`config.mk`:
```
export PLATFORM = sky130hd
export DESIGN_NAME = iencoder
export DESIGN_NICKNAME = d
export VERILOG_FILES = /design/src/rtl/iencoder.sv
export SDC_FILE = /design/constraint.sdc
export NUM_CORES = 1
export LEC_CHECK = 0
export CAP_MARGIN = 0
export CORE_ASPECT_RATIO = 2
export CORE_MARGIN = 2
export CORE_UTILIZATION = 46
export DETAILED_ROUTE_END_ITERATION = 8
export PLACE_DENSITY = 0.74
export SLEW_MARGIN = 20
export SYNTH_ARGS = -nofsm -noshare
export SYNTH_HDL_FRONTEND = slang
export SYNTH_SLANG_ARGS = --single-unit
```
`constraint.sdc`:
```
create_clock -name clk -period 5.4 [get_ports clk]
set_input_delay 1.08 -clock clk [delete_from_list [all_inputs] [get_ports clk]]
set_output_delay 1.08 -clock clk [all_outputs]
set_load 0.005 [all_outputs]
```
`src/rtl/iencoder.sv`:
```
// RV32I instruction encoder: packs decoded fields into a 32-bit word behind a small
// output FIFO; bundles with illegal field combinations are consumed, dropped and reported.
`ifndef INST_TYPE_WIDTH
`define INST_TYPE_WIDTH 3
`endif
`ifndef REG_WIDTH
`define REG_WIDTH 5
`endif
`ifndef FUNCT_WIDTH
`define FUNCT_WIDTH 4
`endif
`ifndef IMM_WIDTH
`define IMM_WIDTH 32
`endif
`ifndef INST_WIDTH
`define INST_WIDTH 32
`endif
`ifndef INST_TYPE_IMM
`define INST_TYPE_IMM     3'd0
`define INST_TYPE_INT_IMM 3'd1
`define INST_TYPE_INT_REG 3'd2
`define INST_TYPE_BRANCH  3'd3
`endif

module iencoder #(
  parameter int unsigned DEPTH = 2,
  parameter int unsigned CNT_W = 16
) (
  input  logic                         clk,
  input  logic                         rst,
  input  logic                         in_valid,
  output logic                         in_ready,
  input  logic [`INST_TYPE_WIDTH-1:0]  in_type,
  input  logic [`REG_WIDTH-1:0]        in_rd,
  input  logic [`REG_WIDTH-1:0]        in_rs1,
  input  logic [`REG_WIDTH-1:0]        in_rs2,
  input  logic [`FUNCT_WIDTH-1:0]      in_funct,
  input  logic [`IMM_WIDTH-1:0]        in_imm,
  output logic                         out_valid,
  input  logic                         out_ready,
  output logic [`INST_WIDTH-1:0]       out_inst,
  output logic                         err_valid,
  output logic [1:0]                   err_code,
  output logic [CNT_W-1:0]             inst_count,
  output logic [CNT_W-1:0]             err_count
);

  localparam int unsigned PTR_W  = (DEPTH > 1) ? $clog2(DEPTH) : 1;
  localparam int unsigned FILL_W = $clog2(DEPTH + 1);

  localparam logic [6:0] OPC_LUI    = 7'h37;
  localparam logic [6:0] OPC_OP_IMM = 7'h13;
  localparam logic [6:0] OPC_OP     = 7'h33;
  localparam logic [6:0] OPC_BRANCH = 7'h63;

  localparam logic [1:0] ERR_NONE = 2'd0;
  localparam logic [1:0] ERR_IMM  = 2'd1;
  localparam logic [1:0] ERR_FN   = 2'd2;
  localparam logic [1:0] ERR_TYPE = 2'd3;

  logic [`INST_WIDTH-1:0] mem [DEPTH];
  logic [PTR_W-1:0]       wr_ptr;
  logic [PTR_W-1:0]       rd_ptr;
  logic [FILL_W-1:0]      fill;

  logic [`INST_WIDTH-1:0] enc_inst;
  logic [1:0]             enc_err;
  logic                   alt;
  logic [2:0]             f3;
  logic                   imm12_ok;
  logic                   shamt_ok;
  logic                   br_hi_ok;
  logic                   fire;
  logic                   push;
  logic                   pop;

  function automatic logic [PTR_W-1:0] ptr_inc(input logic [PTR_W-1:0] p);
    return (p == PTR_W'(DEPTH - 1)) ? '0 : p + PTR_W'(1);
  endfunction

  assign in_ready  = (fill < FILL_W'(DEPTH));
  assign out_valid = (fill != '0);
  assign out_inst  = mem[rd_ptr];

  assign fire = in_valid && in_ready;
  assign push = fire && (enc_err == ERR_NONE);
  assign pop  = out_valid && out_ready;

  assign alt      = in_funct[3];
  assign f3       = in_funct[2:0];
  assign imm12_ok = (&in_imm[31:11]) || !(|in_imm[31:11]);
  assign shamt_ok = !(|in_imm[31:5]);
  assign br_hi_ok = (in_imm[31:12] == {20{in_imm[12]}});

  // Field packing and legality; funct errors are checked before immediate errors
  always_comb begin
    enc_inst = '0;
    enc_err  = ERR_NONE;
    case (in_type)
      `INST_TYPE_IMM: begin
        enc_inst = {in_imm[31:12], in_rd, OPC_LUI};
        if (in_imm[11:0] != 12'd0) enc_err = ERR_IMM;
      end
      `INST_TYPE_INT_IMM: begin
        enc_inst = {in_imm[11:0], in_rs1, f3, in_rd, OPC_OP_IMM};
        if (f3 == 3'd1) begin
          if (alt)            enc_err = ERR_FN;
          else if (!shamt_ok) enc_err = ERR_IMM;
        end else if (f3 == 3'd5) begin
          enc_inst[31:25] = {1'b0, alt, 5'b0};
          if (!shamt_ok) enc_err = ERR_IMM;
        end else begin
          if (alt)            enc_err = ERR_FN;
          else if (!imm12_ok) enc_err = ERR_IMM;
        end
      end
      `INST_TYPE_INT_REG: begin
        enc_inst = {1'b0, alt, 5'b0, in_rs2, in_rs1, f3, in_rd, OPC_OP};
        if (alt && (f3 != 3'd0) && (f3 != 3'd5)) enc_err = ERR_FN;
      end
      `INST_TYPE_BRANCH: begin
        enc_inst = {in_imm[12], in_imm[10:5], in_rs2, in_rs1, f3,
                    in_imm[4:1], in_imm[11], OPC_BRANCH};
        if (alt || (f3 == 3'd2) || (f3 == 3'd3)) enc_err = ERR_FN;
        else if (in_imm[0] || !br_hi_ok)         enc_err = ERR_IMM;
      end
      default: enc_err = ERR_TYPE;
    endcase
  end

  // Output FIFO storage and occupancy
  always_ff @(posedge clk) begin
    if (rst) begin
      for (int i = 0; i < int'(DEPTH); i++) mem[i] <= '0;
      wr_ptr <= '0;
      rd_ptr <= '0;
      fill   <= '0;
    end else begin
      if (push) begin
        mem[wr_ptr] <= enc_inst;
        wr_ptr      <= ptr_inc(wr_ptr);
      end
      if (pop) rd_ptr <= ptr_inc(rd_ptr);
      case ({push, pop})
        2'b10:   fill <= fill + FILL_W'(1);
        2'b01:   fill <= fill - FILL_W'(1);
        default: fill <= fill;
      endcase
    end
  end

  // Error reporting and statistics
  always_ff @(posedge clk) begin
    if (rst) begin
      err_valid  <= 1'b0;
      err_code   <= ERR_NONE;
      inst_count <= '0;
      err_count  <= '0;
    end else begin
      err_valid <= fire && (enc_err != ERR_NONE);
      if (fire && (enc_err != ERR_NONE)) begin
        err_code  <= enc_err;
        err_count <= err_count + CNT_W'(1);
      end
      if (push) inst_count <= inst_count + CNT_W'(1);
    end
  end

endmodule

```
== Word level (Yosys, flattened, before mapping) ==
Memory sizes are Yosys's and may differ from the RTL's. A register that Yosys moved wholly into a read port is not among the register bits.
Cells that the tools add are included.
Word-level totals
  register bits after elaboration: 39
  bits in writable memories: 64
  input port bits: 58
  output and inout port bits: 69
  logic and storage cells: 76
  memories: 1
Cells by class
  add/sub/neg operators: 6
  magnitude comparators: 1
  eq/ne operators: 11
  multiplexer cells: 27
  reductions and logical operators: 23
Memory list
  mem: words 2, bits a word 32, read ports 1, clocked after memory_dff 1, write ports 2, RTL line 61  | logic [`INST_WIDTH-1:0] mem [DEPTH];
Operator list (number)
  $pmux 32 s4: 1
  $add 16x1->16 const B: 2
  $mux 32: 1
  $reduce_or 32->1: 1
  $reduce_or 27->1: 1
  $reduce_and 21->1: 1
  $reduce_or 21->1: 1
  $eq 19x19->1: 1
  $mux 1: 15
  $mux 7: 2
  $eq 3x2->1 const B: 4
  $mux 2: 6
  $reduce_bool 12->1: 1
  $pmux 2 s4: 1
  $eq 3x1->1 const B: 2
  $logic_and 1x1->1: 6
  $reduce_bool 2->1: 3
  $logic_or 1x1->1: 4
  $pmux 2 s2: 1
  $eq 3x3->1 const B: 1
  $logic_not 3->1: 1
  $ne 3x3->1 const B: 1
  $reduce_bool 3->1: 1
  $add 1x1->1 const B: 2
  7 further kinds: 8

== Logic depth before layout (Yosys ltp) ==
Gate-level depths: netlist (run 1).
  depth after elaboration: 15
  gate-level depth with buffers: 12
  mapped depth without buffers: 9

== Least setup slack after synthesis (run 1) ==
No wires, ideal clock.
  path kind: input to register
  from: input port in_type[0]
  to: memory mem[0][0] (netlist bit) (enable)
  library setup time: 0.459 ns
  arrival time: 4.456 ns
  required time: 4.941 ns
  setup slack: 0.485 ns
  stages on the path: 8
  buffers on the path: 2
  path through: buf_6 -> nor2b_2 -> and3_1 -> nor2b_4 -> o31ai_4 -> nand3_2 -> buf_2 -> o21ai_0
RTL lines
  start: declaration: RTL line 33  | input logic [`INST_TYPE_WIDTH-1:0] in_type,
  end: declaration: RTL line 61

==> qor.yml, run 1 <==
yosys:
  synth_top_area_share_pct: 35.0
  syn_area_per_cell_um2: 10.2
  ys.flop_type: "edfxtp_1"
  postSynth.asyncResetShare_pct: 0
  synth_most_common_cell: "edfxtp_1"
  ys_warn_count: 0
  synth_edf_count: 60
  synthTopCellsByArea: "edfxtp_1 35%, dfxtp_1 16%, mux2_2 7.2%, nor2_1 3.9%, nand2_1 3.6%"
  synth_seq_cells: 100
  synth_top_cell_by_area: "edfxtp_1"
  netlist_instances: 505
  ys_types: 52
  yosysSeqAreaShare_pct: 50.6
  syn_area_mm2: 0.00514
  synthTopCellsByCount: "60 x edfxtp_1, 53 x nor2_1, 49 x nand2_1"
  synth_nets: 566
grt:
  overflow: 0
  grt_pass1_vias: 4518
  grt.total_usage_pct: 23.3
  grt_max_degree: 31
  antenna_found_initial: 0
  grt_pass1_wl_um: 21900
power_and_ir_drop:
  ir_drop_v: 0.000175
  p_sw_share_pct: 23.7
  p_switching_uw: 404
  combPwrFrac_pct: 15.2
  p_int_mw: 1.30
  pwr-share-clk_pct: 35.2
  power.density_mw_per_mm2: 252
  leakage_nw: 2.30
  p_total_mw: 1.71
  seqPwrFrac_pct: 49.6
critical_path:
  startpoint_type: "input port"
  critPathCaptureType: "register"
  slowest_stage: "clkdlybuf4s50_1"
  cp_max_fo: 30
  worstPathArrival_ns: 4.30
  worstPathCellList: "clkdlybuf4s50_1, and2_1, a21oi_1, o21ai_1, and4b_1, nand3_2, or3b_1, nand2_1, buf_4"
  critPathMaxStageDelay_ns: 0.81
  crit_buf_inv: 2
  crit_required_ns: 5.39
  cp.depth: 9
  r2r_slack_ns: 2.89
  criticalPathCategory: "in -> reg"
  crit_family: "simple AND/OR/NAND/NOR gates"
  rr_worst_depth: 7
final_layout:
  final_nets: 681
  synthToLayoutAreaGrowth_pct: 31.9
  drive_above_1_share_pct: 13.0
  finalNonFillerCells: 765
  antenna_cells: 0
  finalInstanceArea_mm2: 0.00679
clock_tree:
  cts_buffers: 9
  htreeDepth: 3
  clockBufferDepth: 2
  insertion_delay_ns: 0.34
  cts_tree: "yes"
  ctsResizeCount: 0
  cts.sinks: 100
  root_buffer: "clkbuf_16"
  hold_buffers: 0
  cts.clk_slew.worst_paths_ns: 0.07
  postCtsSetupBuffers: 0
sta:
  final.setup.tns_ns: 0
  rsz0062_at_grt: "false"
  relSlewSlack_pct: 47.8
  skew_ns: 0.00488
  drv_slew: 0
  finalHoldViolations: 0
  min_period_ns: 4.31
  timing.final.crit_share_pct: 79.9
  fmaxAchievable_mhz: 232
  finalSetupViolCount: 0
  worstMarginPinSlew_ns: 0.781
  hold_ws_ns: 0.500
placement:
  dpl_cell_area_mm2: 0.00649
  dp_hpwl_um: 10100
  gp_congestion: 0.936
  io_buffers: 125
  placedCellCount: 748
route:
  drt_iter0_markers: 277
  num_vias: 4336
  drt_wl_total_um: 13600
  vias_per_cell: 5.67
  wire_per_inst_um: 17.8
  dr.pass1.iters: 5
  ant_nets: 0
  drc: 0
floorplan:
  fp.dieW_um: 78.8
  die_y_um: 154
  initial_core_util_pct: 47.3
  num_rows: 54
  core_mm2: 0.0109
  pin_count: 127
  fp.dieArea_mm2: 0.0121
flow_run:
  cap_violations: 0
min_path:
  hold_class: "reg -> reg"
  min_path_cells: 2
status:
  outcome: "finished clean"
-- registers in the layout, summed over array words and instances, names as in the netlist, named ones only --
signal,flops
rd_ptr,1
err_code,2
mem,60
err_count,16
inst_count,16
wr_ptr,1
err_valid,1
fill,2
-- metrics by stage --
stage / utilization, % / setup WS (ns)
after floorplan: - / 0.485
after global routing: 62.4 / 0.865
after CTS: 62.2 / 0.944
after detailed placement: 59.7 / 0.622
final: 62.4 / 1.09
after global placement: 59.7 / 0.703
-- final timing paths --
kind | startpoint | to
worst max-delay path | in_type[1] | mem[1][12]
worst min-delay path | err_count[5] | err_count[5]
worst max register to register | fill[1] | mem[1][12]
worst min register to register | err_count[5] | err_count[5]
-- placed cells by master (no fill, tap or decap), types with 9 or more instances in the layout --
master and n:
edfxtp_1 60, nand4_1 15, nor3_1 19, buf_4 9
nand2_1 49, mux2i_1 16, dfxtp_1 40, o31ai_1 10
clkdlybuf4s50_1 125, nand3_1 12, a21oi_1 26, or3_1 14
or4_1 10, clkbuf_16 9, o21ai_0 21, nor3_2 11
nor2_1 53, mux2_2 33
-- layer usage --
layer | routed length (um) | part of all wire [%] | GRT usage (%) | vias up
met3 | 805 | 5.9 | 5.40 | 23
met5 | 0 | 0 | 0 | -
met2 | 7690 | 56 | 44.2 | 141
li1 | - | - | - | 2090
met4 | 281 | 2.1 | 9.11 | 0
met1 | 4860 | 36 | 23.9 | 2082
-- worst register-to-register path, stage by stage, from the launching register on --
cell     delay, ns
dfxtp_1       0.34
nor2b_1       0.11
buf_4         0.15
and4b_1       0.27
nand3_2       0.31
or3b_1        0.49
nand2_1       0.09
buf_4         0.39
-- final cells by class --
cell class              instances  area, um2
repair buffers                135       1330
multi-input cells             367       2370
flip-flops and latches        100       2600
clock inverters                 5       36.3
well taps                     140        175
fillers                       939       4090
clock buffers                  11        243
inverters                       7       26.3
-- logic make-up after synthesis --
kind of cell	count (synthesis)	synth area share (%)
muxes	49	10.3
and+or+nand+nor	228	24.0
adders and majority gates	3	0.730
buffers and inverters	38	3.53
xor gates and xnor gates	8	1.36
other	1	0.0729
AOI/OAI and AO/OA	78	9.41
DFF	100	50.6
-- power by group through the flow --
| stage | logic [mW] | clock network (mW) | registers, mW |
|---|---|---|---|
| after floorplan | 0.119 | 0 | 0.862 |
| after global placement | 0.258 | 0 | 0.862 |
| after detailed placement | 0.260 | 0 | 0.864 |
| after CTS | 0.262 | 0.610 | 0.847 |
| after global routing | 0.280 | 0.632 | 0.850 |
| final | 0.260 | 0.600 | 0.847 |
Note: power is estimated with default switching activity, not from simulation.
==> inputs of run 2 (changes only) <==
--- a/config.mk
+++ b/config.mk
@@ -8,9 +8,9 @@
 export CAP_MARGIN = 0
 export CORE_ASPECT_RATIO = 2
 export CORE_MARGIN = 2
-export CORE_UTILIZATION = 46
+export CORE_UTILIZATION = 45
 export DETAILED_ROUTE_END_ITERATION = 8
-export PLACE_DENSITY = 0.74
+export PLACE_DENSITY = 0.76
 export SLEW_MARGIN = 20
 export SYNTH_ARGS = -nofsm -noshare
 export SYNTH_HDL_FRONTEND = slang
==> constraint.sdc (replaced) <==
create_clock -name clk -period 3.73 [get_ports clk]
set_input_delay 0.746 -clock clk [delete_from_list [all_inputs] [get_ports clk]]
set_output_delay 0.746 -clock clk [all_outputs]
set_load 0.005 [all_outputs]
==> run 2 against run 1 <==
Against the previous run:
- worst hold slack got worse by 0.017 ns
- cell count rose by 1.8%
- critical path depth rose by 1
- via count rose by 4.7%
- clock-buffer cell count fell by 1
==> qor.yml, run 2 (synthesized netlist as in run 1, its figures left out) <==
grt:
  grt_max_degree: 41  # +32%
  antenna_found_initial: 0  # unchanged
  grt_pass1_wl_um: 22800  # +4.4%
  overflow: 0  # unchanged
  grt_pass1_vias: 4608  # +2.0%
  grt.total_usage_pct: 23.8  # +0.55 points
status:
  outcome: "finished clean"
critical_path:
  critPathMaxStageDelay_ns: 0.47  # -0.34 ns
  worstPathArrival_ns: 3.57  # -0.73 ns
  crit_required_ns: 4.00  # -1.39 ns
  criticalPathCategory: "in -> reg"
  slowest_stage: "clkdlybuf4s50_1"
  worstPathCellList: "clkdlybuf4s50_1, nor4_1, nand3_1, o21ai_1, and4b_1, nand3_2, buf_4, ha_1, or3_1, a21oi_1"
  startpoint_type: "input port"
  cp_max_fo: 15  # -50%
  critPathCaptureType: "register"
power_and_ir_drop:
  p_switching_uw: 588  # +45%
  p_int_mw: 1.94  # +49%
  leakage_nw: 2.36  # +2.5%
  seqPwrFrac_pct: 48.5  # -1.1 points
  p_sw_share_pct: 23.2  # -0.43 points
  power.density_mw_per_mm2: 366  # +46%
  pwr-share-clk_pct: 36.0  # +0.8 points
  combPwrFrac_pct: 15.5  # +0.3 points
  p_total_mw: 2.53  # +48%
  ir_drop_v: 0.000259  # +48%
final_layout:
  multiInputGateArea_mm2: 0.00237  # unchanged
  final_nets: 693  # +1.8%
  seqCellArea_mm2: 0.00260  # unchanged
  finalNonFillerCells: 779  # +1.8%
  finalInstanceArea_mm2: 0.00691  # +1.8%
  layout_commonest_cell: "clkdlybuf4s50_1"
  antenna_cells: 0  # unchanged
  n_fill_cell: 952  # +1.4%
  drive_above_1_share_pct: 14.4  # +1.5 points
  largestRegisters: "mem x60, err_count x16, inst_count x16"
  final_cell_mix: "125 x clkdlybuf4s50_1, 60 x edfxtp_1, 53 x nor2_1, 49 x nand2_1, 40 x dfxtp_1"
  largest_register: "mem"
  synthToLayoutAreaGrowth_pct: 34.3
  largest_reg_flops: 60  # unchanged
  utilization_pct: 61.6  # -0.79 points
sta:
  final.setup.tns_ns: 0  # unchanged
  relSlewSlack_pct: 59.1  # +11 points
  finalSetupViolCount: 0  # unchanged
  rsz0062_at_grt: "false"
  timing.final.crit_share_pct: 88.3
  finalHoldViolations: 0  # unchanged
  skew_ns: 0.00825  # +0.00337 ns
  min_period_ns: 3.29
  drv_slew: 0  # unchanged
  setup_slack_ns: 0.437  # -0.651 ns
  worstMarginPinSlew_ns: 0.608  # -0.172 ns
  hold_ws_ns: 0.483  # -0.0173 ns
  fmaxAchievable_mhz: 304
route:
  highest_layer: "met4"
  wl_met1_um: 5080  # +4.6%
  drc: 0  # unchanged
  vias_per_cell: 5.83  # +2.8%
  wire_per_inst_um: 18.3  # +2.7%
  num_vias: 4541  # +4.7%
  drt_iter0_markers: 315  # +14%
  met3_length_um: 893  # +11%
  ant_nets: 0  # unchanged
  drt_wl_total_um: 14300  # +4.5%
  met2_length_um: 7830  # +1.8%
  dr.pass1.iters: 5  # unchanged
floorplan:
  fp.dieW_um: 79.6  # +1.1%
  die_y_um: 155  # +1.1%
  fp.dieArea_mm2: 0.0124  # +2.1%
  num_rows: 55  # +1.9%
  core_mm2: 0.0112  # +3.1%
  initial_core_util_pct: 45.9  # -1.4 points
  pin_count: 127  # unchanged
placement:
  gp_congestion: 0.955  # +2.0%
  dp_hpwl_um: 10600  # +5.6%
  dp_slack_ns: 0.126  # -0.496 ns
  dpl_cell_area_mm2: 0.00662  # +1.9%
  placedCellCount: 763  # +2.0%
  io_buffers: 125  # unchanged
clock_tree:
  htreeDepth: 3  # unchanged
  cts.sinks: 100  # unchanged
  ctsResizeCount: 0  # unchanged
  insertion_delay_ns: 0.34  # about the same
  cts.clk_slew.worst_paths_ns: 0.07  # about the same
  root_buffer: "clkbuf_16"
  cts_buffers: 9  # unchanged
  clockBufferDepth: 2  # unchanged
  cts_tree: "yes"
  hold_buffers: 0  # unchanged
  postCtsSetupBuffers: 0  # unchanged
min_path:
  hold_class: "reg -> reg"
flow_run:
  cap_violations: 0  # unchanged
run 2: changes by cell type in the layout (fill, tap and decap cells not counted), sizes merged:
cell,previous run,this run
buf,10,22
bufinv,0,1
clkbuf,11,10
clkinv,3,1
clkinvlp,1,3
run 2: path summary, 6_finish.rpt:
check / start / to / slack (ns) / cells past startpoint
worst max register to register: err_count[3] / err_count[15] / 1.57 / 7
worst max-delay path: in_imm[27] / fill[1] / 0.44 / 10
worst min register to register: err_code[1] / err_code[1] / 0.48 / 2
worst min-delay path: err_code[1] / err_code[1] / 0.48 / 2
run 2: worst max-delay path, delay by kind of cell:
kind                     cells  cell delay, ns
adder cells (fa/ha/maj)      1            0.34
AO/OA/AOI/OAI                2            0.39
AND/OR/NAND/NOR              5            1.41
buffers and inverters        2            0.69
run 2: area by class of cell:
cell class | count | share of cell area, %
Multi-Input combinational cell | 367 | 34.3
Timing Repair Buffer | 147 | 20.9
Clock buffer | 10 | 3.31
Sequential cell | 100 | 37.7
Inverter | 7 | 0.380
Clock inverter | 6 | 0.906
Tap cell | 142 | 2.57
run 2: power by group through the flow:
stage	combinational [mW]	clock, mW	sequential [mW]
after floorplan	0.173	0	1.25
after global placement	0.389	0	1.25
after detailed placement	0.391	0	1.25
after CTS	0.395	0.922	1.23
after global routing	0.422	0.958	1.23
final	0.392	0.910	1.23
run 2: routing by layer:
layer / vias to the layer above / global-route usage, %
met3: 32 / 4.58
met2: 165 / 44.2
met5: - / 0
met1: 2220 / 25.5
li1: 2124 / -
met4: 0 / 10.2
